### src/rtl/mod_updown_counter.sv
// Purpose: parametrised modulo-MODULUS up/down counter with clear, saturating load and cascade carry.
// Latency: Count and Err update one Clk edge after inputs are sampled; Carry and Zero are combinational.
// Backpressure: none; En (or an upstream Carry) is the only throttle, and the counter holds while it is low.
module mod_updown_counter #(
  parameter int WIDTH   = 3,
  parameter int MODULUS = 8
) (
  input  logic             Clk,
  input  logic             Rst,
  input  logic             En,
  input  logic             Dir,
  input  logic             Clr,
  input  logic             Load,
  input  logic [WIDTH-1:0] LoadVal,
  output logic [WIDTH-1:0] Count,
  output logic             Carry,
  output logic             Zero,
  output logic             Err
);

  // Terminal count; with MODULUS == 2**WIDTH this is all-ones and nothing is out of range.
  localparam logic [WIDTH-1:0] MAXV = WIDTH'(MODULUS - 1);

  logic             load_oor;
  logic             at_max;
  logic             at_zero;
  logic [WIDTH-1:0] nxt_up;
  logic [WIDTH-1:0] nxt_dn;
  logic [WIDTH-1:0] nxt_load;

  assign load_oor = (LoadVal > MAXV);
  assign at_max   = (Count == MAXV);
  assign at_zero  = (Count == '0);

  // Next-value candidates; any state above MAXV (only reachable through X/upset) steps to 0.
  always_comb begin
    nxt_up   = '0;
    nxt_dn   = '0;
    nxt_load = LoadVal;
    if (Count < MAXV) begin
      nxt_up = Count + WIDTH'(1);
    end
    if (at_zero) begin
      nxt_dn = MAXV;
    end else if (Count <= MAXV) begin
      nxt_dn = Count - WIDTH'(1);
    end
    if (load_oor) begin
      nxt_load = MAXV;
    end
  end

  // Count register: clear beats load beats count; reset is asynchronous.
  always_ff @(posedge Clk or negedge Rst) begin
    if (!Rst) begin
      Count <= '0;
    end else if (Clr) begin
      Count <= '0;
    end else if (Load) begin
      Count <= nxt_load;
    end else if (En) begin
      Count <= Dir ? nxt_up : nxt_dn;
    end
  end

  // Err flags an out-of-range load for exactly one cycle; a clear on the same edge masks it.
  always_ff @(posedge Clk or negedge Rst) begin
    if (!Rst) begin
      Err <= 1'b0;
    end else begin
      Err <= Load & ~Clr & load_oor;
    end
  end

  // Carry marks the cycle whose edge wraps the counter, so the next stage advances on that same edge.
  assign Carry = En & ~Clr & ~Load & ((Dir & at_max) | (~Dir & at_zero));
  assign Zero  = at_zero;

endmodule

### config.mk
export PLATFORM = sky130hd
export DESIGN_NAME = mod_updown_counter
export DESIGN_NICKNAME = d
export VERILOG_FILES = /design/src/rtl/mod_updown_counter.sv
export SDC_FILE = /design/constraint.sdc
export NUM_CORES = 1
export LEC_CHECK = 0
export CAP_MARGIN = 20
export CORE_AREA = 5 5 42 44
export CTS_CLUSTER_DIAMETER = 40
export DETAILED_ROUTE_END_ITERATION = 16
export DIE_AREA = 0 0 47 49
export SKIP_LAST_GASP = 1
export SLEW_MARGIN = 20
export SYNTH_ARGS = -nofsm -noshare
export SYNTH_HDL_FRONTEND = slang
export SYNTH_SLANG_ARGS = --single-unit
### constraint.sdc
create_clock -name Clk -period 1.41 [get_ports Clk]
set_input_delay 0.141 -clock Clk [delete_from_list [all_inputs] [get_ports Clk]]
set_output_delay 0.141 -clock Clk [all_outputs]
set_load 0.02 [all_outputs]
==> run_results.csv <==
group,metric,value,unit
clock_network,cts_tree,"yes",
flow_run,drv_cap,0,
power,finalPower,480,µW
critical_path,crit_end,"Carry",
die,initial_core_util,23.2,%
logic_synthesis,synth_seq_cells,4,
critical_path,crit_arrival,1.41,ns
clock_network,clock_path_buffers,2,
logic_synthesis,synth_edf_count,0,
logic_synthesis,yosysWarnings,0,
clock_network,clkTransAtPathRegs,0.04,ns
drt,vias,364,
die,die_h,49,µm
layout,antenna_cells,0,
critical_path,worstSetupStartpointType,"flop",
clock_network,htree_levels,1,
global_route,grtUsageTotal,9.59,%
drt,drtAntennaViolNets,0,
global_route,grt_max_degree,8,
placed_design,place_ws,-0.509,ns
power,p_per_area,718,mW/mm²
critical_path,worstRegToRegCells,5,
logic_synthesis,syn_nets,50,
critical_path,r2r_end,"Count[2]",
placed_design,place_hpwl,793,µm
timing,finalWorstSetupSlack,-0.144,ns
global_route,antenna_found_initial,0,
critical_path,critical_path_peak_fanout,3,
critical_path,max_stage_delay,0.41,ns
critical_path,r2r_start,"Count[1]",
critical_path,cp.required,1.27,ns
drt,vias_per_cell,4.49,
timing,final-setup-viol-count,2,
timing,slew_viol_final,0,
placed_design,port_buffers,14,
drt,drcViolationCount,0,
die,die_w,47,µm
drt,routed_wl,940,µm
die,pin_count,15,
logic_synthesis,ys_dominant_reg_cell,"dfrtp_1",
global_route,grt_pass1_vias,381,
timing,fin_setup_tns,-0.197,ns
drt,first_iter_violations,3,
critical_path,end_kind,"output pin",
die,num_rows,14,
global_route,gr-total-overflow,0,
timing,finalCritPeriodShare,110,%
placed_design,gp_congestion,0.753,
critical_path,cp-startpoint,"Count[0]",
clock_network,cts_buffers,3,
logic_synthesis,syn_area_per_cell,8.79,µm²
die,core_area,0.00140,mm²
die,die-area,0.00230,mm²
critical_path,worstSetupPathType,"reg2out",
layout,num-nets-final,80,
logic_synthesis,synthDistinctLibCells,21,
logic_synthesis,netlist_area,325,µm²
logic_synthesis,netlist_instances,37,
timing,skew,0.00404,ns
status,violations,"negative setup slack",
critical_path,crit_chain,"inv_2, ha_4, nor3b_4, a21oi_2, nor4_4, buf_4",
drt,first_pass_iters,4,
clock_network,cts_root_buf,"clkbuf_4",
logic_synthesis,async_flop_share,100,%
timing,fin_crit,1.55,ns
hold_path,hold_class,"in2async",
layout,syn_to_final_growth,105,%
timing,hold_violations,0,
logic_synthesis,ys_seq_area_share,30.8,%
power,irDropWorstVdd,513,µV
clock_network,insertion_delay,0.23,ns
clock_network,cts_hold_buf,0,
critical_path,crit_slowest_cell,"dfrtp_2",
global_route,grt_pass1_wl,1570,µm
timing,max_clock_freq,644,MHz
critical_path,rrSetupSlack,-0.05,ns
layout,drive_above_1_share,49.2,%
clock_network,cts_sinks,4,
power,p_leak,0.301,nW
timing,rsz0062_at_grt,"yes",
drt,wl_per_cell,11.6,µm
status,outcome,"finished, violations left",
timing,whs,0.114,ns
==> cell type report <==
class | count | area (µm²)
inverter | 5 | 18.8
multi-input combinational | 27 | 274
tap | 16 | 20.0
clock buffer | 3 | 22.5
fill | 145 | 733
timing repair buffer | 26 | 229
sequential | 4 | 104
==> worst max-delay path: cells and delay by family (launching register included) <==
kind / cells / cell delay (ns)
AOI/OAI and AO/OA: 1 / 0.07
adders and majority gates: 1 / 0.13
buffers and inverters: 2 / 0.25
DFF: 1 / 0.41
and+or+nand+nor: 2 / 0.31
==> synthesized netlist by cell type, types with 2 or more instances <==
library cell	number	area [µm²]
a21oi_1	4	20.0
dfrtp_1	4	100
ha_1	4	50.1
inv_1	5	18.8
nand2_1	2	7.51
nand4_1	2	12.5
nor3b_1	2	15.0
==> state kept, by name, indices dropped and copies added (netlist names) <==
name,count
Count,3
Err,1
==> power by group <==
part           switching, mW  total (mW)  internal (mW)
sequential           0.00967       0.135          0.125
combinational         0.0877       0.202          0.115
clock                 0.0477       0.143         0.0953
total                  0.145       0.480          0.335
==> worst min path at each step <==
stage                     startpoint       end  cells past startpoint
after CTS                        Rst       Err                      1
after floorplan                  Rst  Count[0]                      0
after global routing             Rst       Err                      1
after detailed placement         Rst  Count[2]                      1
final                            Rst       Err                      1
after global placement           Rst       Err                      1
==> per-layer routing <==
metal,GRT usage [%],vias up,wire (µm)
li1,-,191,-
met1,10.8,157,392
met2,14.9,16,464
met3,3.32,0,83
met4,5.53,0,0
met5,0,-,0
==> cells by family (layout without fill, tap and decap cells) <==
group           Yosys count  count (layout)  synth area share, %
other cells               1               1                 1.15
simple gates             11              11                 20.8
fa+ha+maj                 4               4                 15.4
buf+inv                   6              34                 7.31
compound gates           10              10                 21.9
flops                     4               4                 30.8
xor+xnor                  1               1                 2.69
==> stage by stage <==
stage	instance area, µm²	util, %	instances
after floorplan	373	-	37
after global placement	611	43.6	77
after detailed placement	611	43.6	77
after CTS	659	47.1	81
after global routing	668	47.7	81
final	668	47.7	81
==> cell usage in the layout, fill, tap and decap left out <==
master	instances
a21oi_1	3
a21oi_2	1
a221oi_1	1
a311oi_2	1
and2b_1	1
buf_4	13
buf_6	1
clkbuf_4	3
clkdlybuf4s50_1	9
conb_1	1
dfrtp_1	1
dfrtp_2	3
dlygate4sd2_1	2
dlymetal6s2s_1	1
ha_2	2
ha_4	2
inv_1	3
inv_2	2
nand2_1	2
nand3b_1	1
nand4_1	2
nor2_1	1
nor3b_1	1
nor3b_4	1
nor4_4	1
o21ba_2	1
o21ba_4	1
o22ai_1	1
o31ai_1	1
or2b_1	1
xnor2_1	1
==> repair_timing <==
item / CTS / global route
endpoints found under the setup margin: 5 / 4
cloned: 0 / 0
pin swaps: 6 / 0
gates resized for setup: 17 / 3
buffers inserted: 2 / 0
(Power assumes the default switching activity.)
